`src/rtl/pong_game_ctrl.sv`:
```
// Per-frame Pong sequencer: on each VSYNC rising edge moves paddles and ball, resolves collisions, keeps score.
// Optional macro PONG_AI_EN: the right paddle tracks the ball instead of following up_r/dn_r.
module pong_game_ctrl #(
    parameter int H_RES      = 640,
    parameter int V_RES      = 480,
    parameter int BALL_SIZE  = 8,
    parameter int PAD_W      = 8,
    parameter int PAD_H      = 64,
    parameter int PAD_X_L    = 16,
    parameter int PAD_X_R    = 616,
    parameter int BALL_SPEED = 2,
    parameter int PAD_SPEED  = 4,
    parameter int WIN_SCORE  = 9
) (
    input  logic       clk,
    input  logic       reset,
    input  logic       vsync,
    input  logic       serve,
    input  logic       up_l,
    input  logic       dn_l,
    input  logic       up_r,
    input  logic       dn_r,
    output logic [9:0] ball_x,
    output logic [9:0] ball_y,
    output logic [9:0] pad_l_y,
    output logic [9:0] pad_r_y,
    output logic [3:0] score_l,
    output logic [3:0] score_r,
    output logic       playing,
    output logic       game_over
);

    typedef enum logic [2:0] {
        S_SERVE, S_WAIT_TICK, S_MOVE_PAD, S_MOVE_BALL, S_CHECK, S_POINT, S_GAME_OVER
    } state_t;

    localparam logic [9:0]        C_BALL_X0   = 10'(H_RES / 2 - BALL_SIZE / 2);
    localparam logic [9:0]        C_BALL_Y0   = 10'(V_RES / 2 - BALL_SIZE / 2);
    localparam logic [9:0]        C_PAD_Y0    = 10'((V_RES - PAD_H) / 2);
    localparam logic [9:0]        C_PAD_MAX   = 10'(V_RES - PAD_H);
    localparam logic [9:0]        C_PAD_SPD   = 10'(PAD_SPEED);
    localparam logic signed [10:0] C_BSPD     = 11'(BALL_SPEED);
    localparam logic signed [10:0] C_BX_MAX   = 11'(H_RES - BALL_SIZE);
    localparam logic signed [10:0] C_BY_MAX   = 11'(V_RES - BALL_SIZE);
    localparam logic [10:0]       C_BSZ       = 11'(BALL_SIZE);
    localparam logic [10:0]       C_PADH      = 11'(PAD_H);
    localparam logic [10:0]       C_HALF_PADH = 11'(PAD_H / 2);
    localparam logic [10:0]       C_HALF_BSZ  = 11'(BALL_SIZE / 2);
    localparam logic [10:0]       C_PSPD11    = 11'(PAD_SPEED);
    localparam logic [10:0]       C_XL_EDGE   = 11'(PAD_X_L + PAD_W);
    localparam logic [10:0]       C_XL        = 11'(PAD_X_L);
    localparam logic [10:0]       C_XR        = 11'(PAD_X_R);
    localparam logic [10:0]       C_XR_EDGE   = 11'(PAD_X_R + PAD_W);
    localparam logic [9:0]        C_BX_HIT_L  = 10'(PAD_X_L + PAD_W);
    localparam logic [9:0]        C_BX_HIT_R  = 10'(PAD_X_R - BALL_SIZE);
    localparam logic [9:0]        C_BX_GOAL_R = 10'(H_RES - BALL_SIZE);
    localparam logic [3:0]        C_WIN       = 4'(WIN_SCORE);

    state_t            r_state, w_state;
    logic              r_vsync_d;
    logic [9:0]        r_ball_x, r_ball_y, r_pad_l, r_pad_r;
    logic [9:0]        w_ball_x, w_ball_y, w_pad_l, w_pad_r;
    logic [3:0]        r_score_l, r_score_r, w_score_l, w_score_r;
    logic              r_dir_x, r_dir_y, r_loser_l, r_playing, r_game_over;
    logic              w_dir_x, w_dir_y, w_loser_l, w_playing, w_game_over;
    logic              w_tick, w_ov_l, w_ov_r, w_ai_up, w_ai_dn;
    logic signed [10:0] w_bx_mv, w_by_mv;
    logic [9:0]        w_pad_l_step, w_pad_r_step;

    function automatic logic [9:0] pad_step(input logic [9:0] pad, input logic up, input logic dn);
        logic [9:0] res;
        if (up && !dn) begin
            res = (pad < C_PAD_SPD) ? 10'd0 : pad - C_PAD_SPD;
        end else if (dn && !up) begin
            res = (pad > C_PAD_MAX - C_PAD_SPD) ? C_PAD_MAX : pad + C_PAD_SPD;
        end else begin
            res = pad;
        end
        return res;
    endfunction

    assign w_tick  = vsync & ~r_vsync_d;
    assign w_bx_mv = r_dir_x ? $signed({1'b0, r_ball_x}) + C_BSPD : $signed({1'b0, r_ball_x}) - C_BSPD;
    assign w_by_mv = r_dir_y ? $signed({1'b0, r_ball_y}) + C_BSPD : $signed({1'b0, r_ball_y}) - C_BSPD;
    assign w_ov_l  = ({1'b0, r_ball_y} + C_BSZ > {1'b0, r_pad_l}) && ({1'b0, r_ball_y} < {1'b0, r_pad_l} + C_PADH);
    assign w_ov_r  = ({1'b0, r_ball_y} + C_BSZ > {1'b0, r_pad_r}) && ({1'b0, r_ball_y} < {1'b0, r_pad_r} + C_PADH);
    // Centre comparisons shifted by PAD_SPEED on both sides so nothing goes negative.
    assign w_ai_dn = ({1'b0, r_pad_r} + C_HALF_PADH + C_PSPD11) < ({1'b0, r_ball_y} + C_HALF_BSZ);
    assign w_ai_up = ({1'b0, r_pad_r} + C_HALF_PADH) > ({1'b0, r_ball_y} + C_HALF_BSZ + C_PSPD11);
    assign w_pad_l_step = pad_step(r_pad_l, up_l, dn_l);
`ifdef PONG_AI_EN
    assign w_pad_r_step = pad_step(r_pad_r, w_ai_up, w_ai_dn);
`else
    assign w_pad_r_step = pad_step(r_pad_r, up_r, dn_r);
`endif

    // Next-state and next-value logic for the frame sequence.
    always_comb begin
        w_state     = r_state;
        w_ball_x    = r_ball_x;
        w_ball_y    = r_ball_y;
        w_pad_l     = r_pad_l;
        w_pad_r     = r_pad_r;
        w_score_l   = r_score_l;
        w_score_r   = r_score_r;
        w_dir_x     = r_dir_x;
        w_dir_y     = r_dir_y;
        w_loser_l   = r_loser_l;
        case (r_state)
            S_SERVE: begin
                w_ball_x = C_BALL_X0;
                w_ball_y = C_BALL_Y0;
                if (serve) begin
                    w_state = S_WAIT_TICK;
                end else if (w_tick) begin
                    w_pad_l = w_pad_l_step;
                    w_pad_r = w_pad_r_step;
                end else begin
                    w_state = S_SERVE;
                end
            end
            S_WAIT_TICK: begin
                if (w_tick) begin
                    w_state = S_MOVE_PAD;
                end else begin
                    w_state = S_WAIT_TICK;
                end
            end
            S_MOVE_PAD: begin
                w_pad_l = w_pad_l_step;
                w_pad_r = w_pad_r_step;
                w_state = S_MOVE_BALL;
            end
            S_MOVE_BALL: begin
                if (w_bx_mv < 11'sd0) begin
                    w_ball_x = 10'd0;
                end else if (w_bx_mv > C_BX_MAX) begin
                    w_ball_x = C_BX_MAX[9:0];
                end else begin
                    w_ball_x = w_bx_mv[9:0];
                end
                if (w_by_mv < 11'sd0) begin
                    w_ball_y = 10'd0;
                    w_dir_y  = 1'b1;
                end else if (w_by_mv > C_BY_MAX) begin
                    w_ball_y = C_BY_MAX[9:0];
                    w_dir_y  = 1'b0;
                end else begin
                    w_ball_y = w_by_mv[9:0];
                end
                w_state = S_CHECK;
            end
            S_CHECK: begin
                if (!r_dir_x && ({1'b0, r_ball_x} <= C_XL_EDGE) && ({1'b0, r_ball_x} + C_BSZ > C_XL) && w_ov_l) begin
                    w_ball_x = C_BX_HIT_L;
                    w_dir_x  = 1'b1;
                    w_state  = S_WAIT_TICK;
                end else if (r_dir_x && ({1'b0, r_ball_x} + C_BSZ >= C_XR) && ({1'b0, r_ball_x} < C_XR_EDGE) && w_ov_r) begin
                    w_ball_x = C_BX_HIT_R;
                    w_dir_x  = 1'b0;
                    w_state  = S_WAIT_TICK;
                end else if (r_ball_x == 10'd0) begin
                    w_loser_l = 1'b1;
                    w_state   = S_POINT;
                end else if (r_ball_x == C_BX_GOAL_R) begin
                    w_loser_l = 1'b0;
                    w_state   = S_POINT;
                end else begin
                    w_state = S_WAIT_TICK;
                end
            end
            S_POINT: begin
                if (r_loser_l) begin
                    w_score_r = r_score_r + 4'd1;
                end else begin
                    w_score_l = r_score_l + 4'd1;
                end
                if ((r_loser_l ? w_score_r : w_score_l) == C_WIN) begin
                    w_state = S_GAME_OVER;
                end else begin
                    w_ball_x = C_BALL_X0;
                    w_ball_y = C_BALL_Y0;
                    w_dir_x  = ~r_loser_l;
                    w_dir_y  = 1'b1;
                    w_state  = S_SERVE;
                end
            end
            S_GAME_OVER: begin
                if (serve) begin
                    w_score_l = 4'd0;
                    w_score_r = 4'd0;
                    w_ball_x  = C_BALL_X0;
                    w_ball_y  = C_BALL_Y0;
                    w_pad_l   = C_PAD_Y0;
                    w_pad_r   = C_PAD_Y0;
                    w_dir_x   = 1'b1;
                    w_dir_y   = 1'b1;
                    w_state   = S_SERVE;
                end else begin
                    w_state = S_GAME_OVER;
                end
            end
            default: begin
                w_state = S_SERVE;
            end
        endcase
        w_playing   = (w_state == S_WAIT_TICK) || (w_state == S_MOVE_PAD) ||
                      (w_state == S_MOVE_BALL) || (w_state == S_CHECK);
        w_game_over = (w_state == S_GAME_OVER);
    end

    // State and datapath registers.
    always_ff @(posedge clk or negedge reset) begin
        if (!reset) begin
            r_state     <= S_SERVE;
            r_vsync_d   <= 1'b0;
            r_ball_x    <= C_BALL_X0;
            r_ball_y    <= C_BALL_Y0;
            r_pad_l     <= C_PAD_Y0;
            r_pad_r     <= C_PAD_Y0;
            r_score_l   <= 4'd0;
            r_score_r   <= 4'd0;
            r_dir_x     <= 1'b1;
            r_dir_y     <= 1'b1;
            r_loser_l   <= 1'b0;
            r_playing   <= 1'b0;
            r_game_over <= 1'b0;
        end else begin
            r_state     <= w_state;
            r_vsync_d   <= vsync;
            r_ball_x    <= w_ball_x;
            r_ball_y    <= w_ball_y;
            r_pad_l     <= w_pad_l;
            r_pad_r     <= w_pad_r;
            r_score_l   <= w_score_l;
            r_score_r   <= w_score_r;
            r_dir_x     <= w_dir_x;
            r_dir_y     <= w_dir_y;
            r_loser_l   <= w_loser_l;
            r_playing   <= w_playing;
            r_game_over <= w_game_over;
        end
    end

    assign ball_x    = r_ball_x;
    assign ball_y    = r_ball_y;
    assign pad_l_y   = r_pad_l;
    assign pad_r_y   = r_pad_r;
    assign score_l   = r_score_l;
    assign score_r   = r_score_r;
    assign playing   = r_playing;
    assign game_over = r_game_over;

endmodule
```
`config.mk`:
```
export PLATFORM = sky130hd
export DESIGN_NAME = pong_game_ctrl
export DESIGN_NICKNAME = d
export VERILOG_FILES = /design/src/rtl/pong_game_ctrl.sv
export SDC_FILE = /design/constraint.sdc
export NUM_CORES = 1
export LEC_CHECK = 0
export CORE_UTILIZATION = 40
export DETAILED_ROUTE_END_ITERATION = 10
export PLACE_DENSITY = 0.64
export SYNTH_ARGS = -nofsm -noshare
export SYNTH_HDL_FRONTEND = slang
export SYNTH_SLANG_ARGS = --single-unit
```
`constraint.sdc`:
```
create_clock -name clk -period 3.1 [get_ports clk]
set_input_delay 0.775 -clock clk [delete_from_list [all_inputs] [get_ports clk]]
set_output_delay 0.775 -clock clk [all_outputs]
set_load 0.1 [all_outputs]
```
==> flow_summary.ini <==
[synthesis]
ys.warnings.count = 0
ys_seq_area_share_pct = 23.7
syn_area_sq_mm = 0.00548
synth_top_area_cell = dfrtp_1
ys_ff_latch = 51
synthArstFlopShare_pct = 100
avgSynthCellArea_sq_um = 8.17
synth-edff-count = 0
netlist-cell-type-count = 90
synth_top_area_share_pct = 15.1
syn_inst = 671
synth_common_cells = ha_1 (66), nand2_1 (52), nor2_1 (52)
synth.top_cells.by_area = dfrtp_1 (15%), ha_1 (15%), dfstp_2 (8.6%)
ys.flop_type = dfrtp_1
yosysMostFrequentCell = ha_1

[place]
gp_congestion = 0.922
hpwl_um = 12400
portBuffers = 51

[clocking]
cts.path.max_buffers = 2
root_buffer = clkbuf_16
htree_levels = 2
numCtsBuffers = 5
cts_tree = yes
ctsHoldBuffers = 0
worst_skew_pair.late_latency_ns = 0.30
clk_pin_slew_ns = 0.07
numClockSinks = 51

[final_layout]
area_delta_synth_final_pct = 20.9
fin_nets = 821
drive_gt1_share_pct = 20.9
n_antenna_cell = 0
post-route-util_pct = 49.9

[setup_path]
path_cells = ha_4, and3_4, nand3_4, xnor2_4, ha_4, o21ai_0, nor2_1, o22ai_2, a221oi_2, a21oi_4, buf_6, a21oi_4, mux2i_1
crit_type = reg2reg
cp.required_ns = 3.33
slowest_delay_ns = 0.66
cp-start-kind = flop
end_kind = flop
path_max_fanout = 7
cp.arrival_ns = 3.24
cpMaxStageDelayCell = dfstp_4

[global_route]
grt_pass1_wl_um = 26200
grt_start_max_net_pins = 30
antenna_found_initial = 0
overflow = 0
grt_pass1_vias = 5256
track_usage_pct = 22.8

[route]
wl_um = 16100
vias_per_cell = 5.93
vias = 5467
dr.pass1.iters = 5
drc = 0
drt_iter0_markers = 484
ant_nets = 0
wl_per_cell_um = 17.4

[sta]
period_share_pct = 97.1
tightest_slew_ns = 0.572
fmax_ghz = 0.332
period_minus_slack_ns = 3.01
hold_viol = 0
relSlewSlack_pct = 61.5
drv_slew = 0
finalSetupViolations = 0
rsz0062_at_grt = yes
finClkSkew_ns = 0.00435
finalSetupTns_ns = 0

[floorplanning]
rows = 42
die_w_um = 119
die-area_sq_mm = 0.0142
die_y_um = 119
start_util_pct = 41.2
num_io_pins = 58
coreArea_sq_mm = 0.0133

[hold_path]
worstHoldPathType = in2async

[outcome]
status = complete, no violations

[job]
maxCapViolCount = 0
layer usage:
layer | routed length, um | up-vias | track usage, %
li1 | - | 2649 | -
met1 | 7190 | 2607 | 30.1
met2 | 7770 | 173 | 37.8
met3 | 731 | 38 | 2.87
met4 | 377 | 0 | 8.39
met5 | 0 | - | 0
worst paths after layout:
kind | from | endpoint | slack [ns] | depth (start not counted)
min in group clk | score_l[3] | score_l[3] | 0.52 | 1
setup / recovery | ball_y[3] | ball_x[3] | 0.09 | 13
setup reg to reg | ball_y[3] | ball_x[3] | 0.09 | 13
hold reg to reg | score_l[3] | score_l[3] | 0.52 | 1
hold / removal | reset | pad_l_y[3] | 0.45 | 1
max in group asynchronous | reset | pad_r_y[4] | 2.02 | 2
cells in the final DEF, fill, tap and decap left out, types with 4 or more instances in the layout:
master | netlist | final
ha_1 | 66 | 63
nand2_1 | 52 | 52
xor2_1 | 7 | 6
o21a_1 | 8 | 8
nor3_1 | 17 | 16
or2_2 | 4 | 4
nand3_1 | 26 | 25
o21ai_0 | 45 | 44
dfrtp_2 | 0 | 5
a211oi_1 | 8 | 8
mux2i_1 | 5 | 5
clkbuf_16 | 0 | 5
dfrtp_1 | 33 | 28
nand4_1 | 13 | 13
clkdlybuf4s50_1 | 0 | 6
inv_1 | 48 | 48
nor2b_1 | 9 | 8
a2bb2oi_1 | 5 | 5
and3_1 | 9 | 8
conb_1 | 1 | 6
nand2b_1 | 10 | 10
a21o_1 | 14 | 14
dfstp_4 | 0 | 6
a31oi_1 | 10 | 10
o211ai_1 | 8 | 8
o22ai_1 | 10 | 9
a21oi_1 | 38 | 37
buf_4 | 6 | 75
nor2_1 | 52 | 50
xnor2_1 | 16 | 13
dfstp_2 | 18 | 12
o31ai_1 | 7 | 7
or3_1 | 8 | 8
o221ai_1 | 5 | 5
o21ai_1 | 10 | 11
and2_1 | 5 | 5
cell type report:
type	instances	area, sq um
Fill cell	1271	6670
Tap cell	176	220
Multi-Input combinational cell	554	4080
Clock inverter	3	28.8
Timing Repair Buffer	85	671
Inverter	48	180
Sequential cell	51	1330
Clock buffer	5	125
state kept, by name, indices dropped and copies added (netlist names), 3 cells and up:
signal   count
ball_x       9
ball_y       9
pad_l_y      8
pad_r_y      8
r_state      3
score_l      4
score_r      4
critical path, delay by kind of cell (launching register included):
kind,cells,cell delay [ns]
buffers and inverters,1,0.15
AO/OA/AOI/OAI,5,0.89
flip-flops,1,0.66
adder cells (fa/ha/maj),2,0.43
multiplexers,1,0.22
XOR/XNOR,1,0.17
AND/OR/NAND/NOR,3,0.42
stage by stage:
stage,area (sq um),instances,hold slack (ns),setup WS [ns]
CTS,6480,918,0.465,0.00318
floorplan,5590,676,0.479,-0.0414
global route,6630,922,0.496,-0.0492
finish,6630,922,0.452,0.0898
global placement,6290,905,0.496,0.0734
detailed placement,6290,905,0.504,-0.0186
what timing repair did:
action,CTS,global route
buffers inserted,4,4
cloned,1,0
setup endpoints to repair,2,12
gates resized for setup,1,17
pin swaps,2,10
cells by family after synthesis:
group	synth area share, %
multiplexers	1.53
AO/OA/AOI/OAI	28.8
adder cells (fa/ha/maj)	15.8
AND/OR/NAND/NOR	21.0
other	0.0684
flip-flops	23.7
buffers and inverters	5.45
XOR/XNOR	3.67
Power is left out: the tool's default activity adds up to more than one toggle a clock period on the data nets, which glitch-free logic cannot reach.
